===== src/rtl/mem_responder_pkg.sv =====
// mem_responder_pkg: shared state encoding and constants for the wait-state memory responder.
package mem_responder_pkg;
    typedef enum logic [1:0] {IDLE = 2'd0, WAIT = 2'd1, RESP = 2'd2} state_t;
    localparam logic [31:0] ERR_RDATA = 32'h0;
    localparam int CNT_W = 4;
endpackage


===== src/rtl/mem_responder_sp_ram.sv =====
// mem_responder_sp_ram: single-port RAM, synchronous write and synchronous read.
module mem_responder_sp_ram #(
    parameter int DEPTH = 64,
    parameter int AW = $clog2(DEPTH)
) (
    input  logic          clk,
    input  logic          en,
    input  logic          we,
    input  logic [AW-1:0] addr,
    input  logic [31:0]   wdata,
    output logic [31:0]   rdata
);
    logic [31:0] mem [DEPTH];
    always_ff @(posedge clk)
        if (en) begin
            if (we) mem[addr] <= wdata;
            else rdata <= mem[addr];
        end
endmodule


===== src/rtl/mem_responder.sv =====
// mem_responder: word-addressed memory target with req/ready handshake and WAIT_CYCLES wait states.
module mem_responder
    import mem_responder_pkg::*;
#(
    parameter int DEPTH_WORDS = 64,
    parameter int WAIT_CYCLES = 2
) (
    input  logic        clk,
    input  logic        reset,
    input  logic        req,
    input  logic        we,
    input  logic [31:0] Adr,
    input  logic [31:0] WriteData,
    output logic [31:0] ReadData,
    output logic        ready,
    output logic        err
);
    localparam int AW = $clog2(DEPTH_WORDS);
    state_t state, state_n;
    logic [CNT_W-1:0] cnt;
    logic [AW-1:0] idx;
    logic [31:0] wd_q, ram_q;
    logic we_q, use_ram, bad, access;
    assign bad = Adr[1:0] != 2'b0 || {2'b0, Adr[31:2]} >= 32'(DEPTH_WORDS);
    assign access = state == WAIT && cnt == '0;
    always_comb begin
        state_n = IDLE;
        state_n = state == IDLE ? (req ? (bad ? RESP : WAIT) : IDLE) :
                  state == WAIT ? (access ? RESP : WAIT) : IDLE;
    end
    always_ff @(posedge clk or negedge reset)
        if (!reset) begin
            state <= IDLE;
            cnt <= '0;
            idx <= '0;
            wd_q <= '0;
            we_q <= 1'b0;
            use_ram <= 1'b0;
            ready <= 1'b0;
            err <= 1'b0;
        end else begin
            state <= state_n;
            ready <= state_n == RESP;
            err <= state == IDLE && req && bad;
            if (state == IDLE && req) begin
                idx <= Adr[AW+1:2];
                wd_q <= WriteData;
                we_q <= we;
                cnt <= CNT_W'(WAIT_CYCLES);
                if (bad) use_ram <= 1'b0;
            end else if (state == WAIT && cnt != '0) cnt <= cnt - 1'b1;
            if (access && !we_q) use_ram <= 1'b1;
        end
    // RAM read port only fires on read accesses, so its output doubles as the held ReadData
    assign ReadData = use_ram ? ram_q : ERR_RDATA;
    mem_responder_sp_ram #(.DEPTH(DEPTH_WORDS)) sp_ram (
        .clk(clk),
        .en(access),
        .we(we_q),
        .addr(idx),
        .wdata(wd_q),
        .rdata(ram_q)
    );
endmodule


===== config.mk =====
export PLATFORM = sky130hd
export DESIGN_NAME = mem_responder
export DESIGN_NICKNAME = d
export VERILOG_FILES = /design/src/rtl/mem_responder_pkg.sv /design/src/rtl/mem_responder_sp_ram.sv /design/src/rtl/mem_responder.sv
export SDC_FILE = /design/constraint.sdc
export NUM_CORES = 2
export LEC_CHECK = 0
export ABC_AREA = 1
export ABC_CLOCK_PERIOD_IN_PS = 7700
export CAP_MARGIN = 20
export CORE_ASPECT_RATIO = 1.25
export CORE_MARGIN = 2
export CORE_UTILIZATION = 60
export CTS_BUF_LIST = sky130_fd_sc_hd__clkbuf_2
export CTS_CLUSTER_DIAMETER = 120
export DETAILED_ROUTE_END_ITERATION = 10
export PLACE_DENSITY = 0.73
export SKIP_LAST_GASP = 1
export SYNTH_ARGS = -nofsm -noshare
export SYNTH_HDL_FRONTEND = slang
export SYNTH_SLANG_ARGS = --single-unit

===== constraint.sdc =====
create_clock -name clk -period 7.7 [get_ports clk]
set_input_delay 0.77 -clock clk [delete_from_list [all_inputs] [get_ports clk]]
set_output_delay 0.77 -clock clk [all_outputs]
set_load 0.01 [all_outputs]

# == After elaboration in Yosys (flattened, before gate mapping) ==
# Memory sizes are Yosys's and may differ from the RTL's. A register that Yosys moved wholly into a read port is not among the register bits.
# Index checks and enable logic that the tools add are counted.
# op_classes
addsub,1
order_cmp,1
eq_ne,2
muxes,14
bitwise_logic,1
reduce_logical,16
# op_table
op,n
$mux W32,1
$ge A30 B7 Y1 const B,1
$mux W2,5
$mux W4,2
$reduce_bool A2 Y1,4
$mux W1,6
$logic_and A1 B1 Y1,5
$logic_not A4 Y1,1
$reduce_and A2 Y1,2
$reduce_bool A4 Y1,1
$sub A4 B1 Y4 const B,1
$eq A2 B1 Y1 const B,1
$eq A2 B2 Y1 const B,1
$logic_not A2 Y1,1
$logic_not A1 Y1,1
$logic_or A1 B1 Y1,1
$not A1 Y1,1
# totals
ff_bits,48
mem_bits_rw,2048
inputBits,68
out_inout_bits,34
elab_cells,44
n_memories,1
# memory_table
name,words,width,read_ports,rd_clocked_by_memory_dff,wr,line,source
sp_ram.mem,64,32,1,1,1,mem_responder_sp_ram.sv:13,logic [31:0] mem [DEPTH];

# == Longest topological paths before layout ==
# logic_depth
ltp_word,6
ltp_mapped,15
mapped_depth_nobuf,11

# == Modules after synthesis ==
# Synthesis repeated with hierarchy kept, for this count alone.
# unflattened
hier_cells,8754
hier_area_um2,89756.1
# by_module_without_submodules
mod,instances,cells_each,area_per_inst_um2,seq_area_each_um2
mem_responder_sp_ram,1,8442,87448.9,62459.9
mem_responder,1,312,2307.2,1201.2

# == Worst setup path after synthesis ==
# OpenSTA, ideal clock, no wires.
# synth_timing
kind,register to register
start,register cnt[0]
end,memory sp_ram.mem[14][0] (enable)
setup_time_ps,421
arrival_ps,2764
required_time_ps,7279
setup_slack_ps,4515
stages_incl_launch_ff,9
n_path_buf,0
period_less_slack_ps,3185
cell_sequence,dfrtp_1 > inv_1 > ha_1 > nand2_1 > nor3_1 > inv_1 > nor2_2 > nand4_1 > nor2_1
# synth_between
elab_chain_cells,4
# synth_lines
element,line,source
start: declaration,mem_responder.sv:20,logic [CNT_W-1:0] cnt;
start signal: assignment,mem_responder.sv:49,cnt <= CNT_W'(WAIT_CYCLES);
start signal: assignment,mem_responder.sv:51,end else if (state == WAIT && cnt != '0) cnt <= cnt - 1'b1;
$logic_not A4 Y1,mem_responder.sv:25,assign access = state == WAIT && cnt == '0;
$logic_and A1 B1 Y1,mem_responder.sv:25,
$mux W1,mem_responder_sp_ram.sv:15,if (en) begin
$mux W1 (implied by the code),mem_responder_sp_ram.sv:16,if (we) mem[addr] <= wdata;
end: declaration,mem_responder_sp_ram.sv:13,
# Every way passes these cells.

# == Worst setup path after layout ==
# layout_timing
start,register idx[2]
end,memory sp_ram.mem[20][1] (enable)
# layout_lines
element,line,source
start: declaration,mem_responder.sv:21,logic [AW-1:0] idx;
start signal: assignment,mem_responder.sv:46,idx <= Adr[AW+1:2];
# No word-level cell before the write port.

==> qor.csv <==
stage,metric,value,unit
clocking,cts.htree.levels,5,
setup_path,cp.required,9220,ps
power,internal_power,16.4,mW
clocking,cts_resized,0,
routing,via_per_inst,5.62,
global_route,overflow,0,
final_layout,final_cell_area,0.0985,mm^2
die,row_count,158,
power,netSwitchingFraction,0.306,
final_layout,fin_util,0.664,
die,ios,102,
timing,period_needed,4740,ps
final_layout,syn_to_final_growth,10.2,%
placed_design,port_buffers,101,
power,power.density,239,mW/mm^2
clocking,cts_setup_buffers,0,
setup_path,critical_path_class,reg2reg,
timing,final_hold_viol_count,0,
power,p_seq_frac,0.579,
clocking,path_clk_slew,120,ps
yosys,postSynthAreaPerCell,10.3,um^2
power,finalPower,23.6,mW
global_route,grt_usage,0.337,
clocking,cts_buffer_depth,4,
yosys,synth_cell_types,26,
setup_path,startpoint_type,register,
power,p_leak,42.2,nW
placed_design,dpl_cell_area,0.0923,mm^2
yosys,synth.yosys.seq_area_share,0.712,
power,vdd_ir_drop_max,0.000191,V
placed_design,gp_congestion,0.883,
clocking,cts_tree,done,
final_layout,drive_gt1_frac,0.103,
timing,final_max_slew_viol_count,0,
setup_path,arrival,6260,ps
routing,dr.pass1.iters,6,
routing,vias,64400,
die,coreArea,0.148,mm^2
global_route,antenna_found_initial,8,
routing,wl,257,mm
yosys,synth_seq_cells,2128,
routing,drt-wirelength-per-cell,22.4,um
setup_path,cp_max_fo,58,
power,switchingPower,7.20,mW
timing,rsz0062_at_grt,false,
timing,setup_tns,0,ps
yosys,syn_nets,8793,
final_layout,layout.nets,9246,
die,start_util,0.603,
final_layout,final_common_cell,nand2_1,
run,drv_cap,0,
routing,ant_nets,0,
yosys,syn_area,0.0894,mm^2
placed_design,hpwl,137,mm
timing,finalCritPeriodShare,0.616,
final_layout,nFillCells,11300,
setup_path,endpoint,sp_ram.mem[20][1],
routing,drc,0,
setup_path,reg2reg_from,idx[2],
clocking,hold_buffers,163,
setup_path,r2r_end,sp_ram.mem[20][1],
status,outcome,"finished, final reports clean",
timing,max_freq,211,MHz
power,p_comb_frac,0.129,
die,die_h,436,um
setup_path,end_kind,register,
hold_path,hold_path.class,in2reg,
timing,relSlewSlack,0.0871,
timing,setup_violations,0,
global_route,grt_pass1_vias,63000,
global_route,grt_max_degree,220,
clocking,cts_buffers,497,
clocking,cts-root-buf,clkbuf_2,
power,p_clk_frac,0.292,
global_route,grt_pass1_wl,381,mm
setup_path,r2r_cells,4,
final_layout,final_cell_mix,"nand2_1 (5865), edfxtp_1 (2080), clkbuf_2 (724)",
clocking,insertion_delay,2010,ps
setup_path,crit_start,idx[2],
routing,drtIter0Drc,8383,
die,die_x,349,um
die,dieArea,0.152,mm^2
timing,tightest_slew,1370,ps
yosys,synth_cells,8724,
clocking,numClockSinks,2128,
setup_path,r2r_setup_slack,2960,ps
timing,skew,188,ps
yosys,ys_warn_count,0,
-- cells by family after synthesis --
logic type / Yosys count / synth area share
AND/OR/NAND/NOR: 6064 / 0.256
flip-flops: 2128 / 0.712
buffers and inverters: 502 / 0.0300
AO/OA/AOI/OAI: 29 / 0.00176
adder cells (fa/ha/maj): 1 / 0.000140
-- stage by stage --
step           hold WS (ps)  cells  setup WS [ps]
3_5_place_dp            486  10400           3160
6_report                349  11500           2960
5_1_grt                 223  11500           2880
3_3_place_gp            466  10400           3180
4_1_cts                81.3  11400           2930
2_1_floorplan           435   8724           4510
-- power groups by stage --
| stage | Clock, mW | Sequential, mW | Combinational (mW) |
|---|---|---|---|
| 2_1_floorplan | 0 | 13.5 | 2.02 |
| 3_3_place_gp | 0 | 13.9 | 2.85 |
| 3_5_place_dp | 0 | 13.9 | 2.88 |
| 4_1_cts | 6.94 | 13.6 | 2.98 |
| 5_1_grt | 7.56 | 13.6 | 3.35 |
| 6_report | 6.88 | 13.6 | 3.04 |
-- synth_stat cells --
cell type | instances | area share
o211ai_1 | 5 | 0.00042
ha_1 | 1 | 0.00014
nand4_1 | 4 | 0.00028
nor3_4 | 7 | 0.0013
o21ai_1 | 6 | 0.00034
nor3_1 | 1 | 0.000056
buf_1 | 28 | 0.0012
nand2_1 | 5865 | 0.25
o21ai_0 | 14 | 0.00078
clkinv_1 | 1 | 0.000042
or2_2 | 4 | 0.00028
nor3_2 | 1 | 0.00011
buf_4 | 78 | 0.0065
dfrtp_1 | 48 | 0.013
buf_6 | 38 | 0.0048
clkbuf_1 | 116 | 0.0049
nand3_1 | 19 | 0.0011
inv_4 | 2 | 0.00014
nor2_1 | 160 | 0.0067
or2_1 | 2 | 0.00014
inv_2 | 12 | 0.00050
buf_2 | 173 | 0.0097
edfxtp_1 | 2080 | 0.70
inv_1 | 54 | 0.0023
a21oi_1 | 4 | 0.00022
nor2_2 | 1 | 0.000070
-- worst min-delay path by stage --
| stage | start | to | slack [ps] | cells past startpoint |
|---|---|---|---|---|
| after floorplan | cnt[3] | cnt[3] | 440 | 1 |
| after global placement | cnt[3] | cnt[3] | 470 | 1 |
| after detailed placement | cnt[3] | cnt[3] | 490 | 1 |
| after CTS | Adr[14] | state[1] | 80 | 8 |
| after global routing | Adr[15] | ready | 220 | 8 |
| final | Adr[15] | err | 350 | 8 |
-- registers in the layout (all words and copies together), names as in the netlist --
name and cells:
cnt 4, err 1, idx 6, ready 1, sp_ram.mem 2048, sp_ram.rdata 32
state 2, use_ram 1, wd_q 32, we_q 1
-- routing by layer --
layer | track usage | vias up | wire length, um
li1 | - | 29300 | -
met1 | 0.439 | 30500 | 92200
met2 | 0.539 | 3867 | 123000
met3 | 0.0780 | 657 | 29200
met4 | 0.161 | 0 | 12200
met5 | 0 | - | 0
-- cell type report --
type,count,area (um^2),share of cell area
diodes,16,40.0,0.000406
clock buffers,724,3620,0.0368
clock inverters,125,500,0.00508
inverters,69,287,0.00291
multi-input cells,6094,23600,0.239
flip-flops and latches,2128,63800,0.647
well taps,1920,2400,0.0244
repair buffers,387,4300,0.0437
-- worst max-delay path, stage by stage (launching register included) --
cell and delay, ps:
dfrtp_4 870, inv_8 290, nor2_1 820, nand3_1 1000, nor2_4 1250
Note: power is estimated with default switching activity, not from simulation.
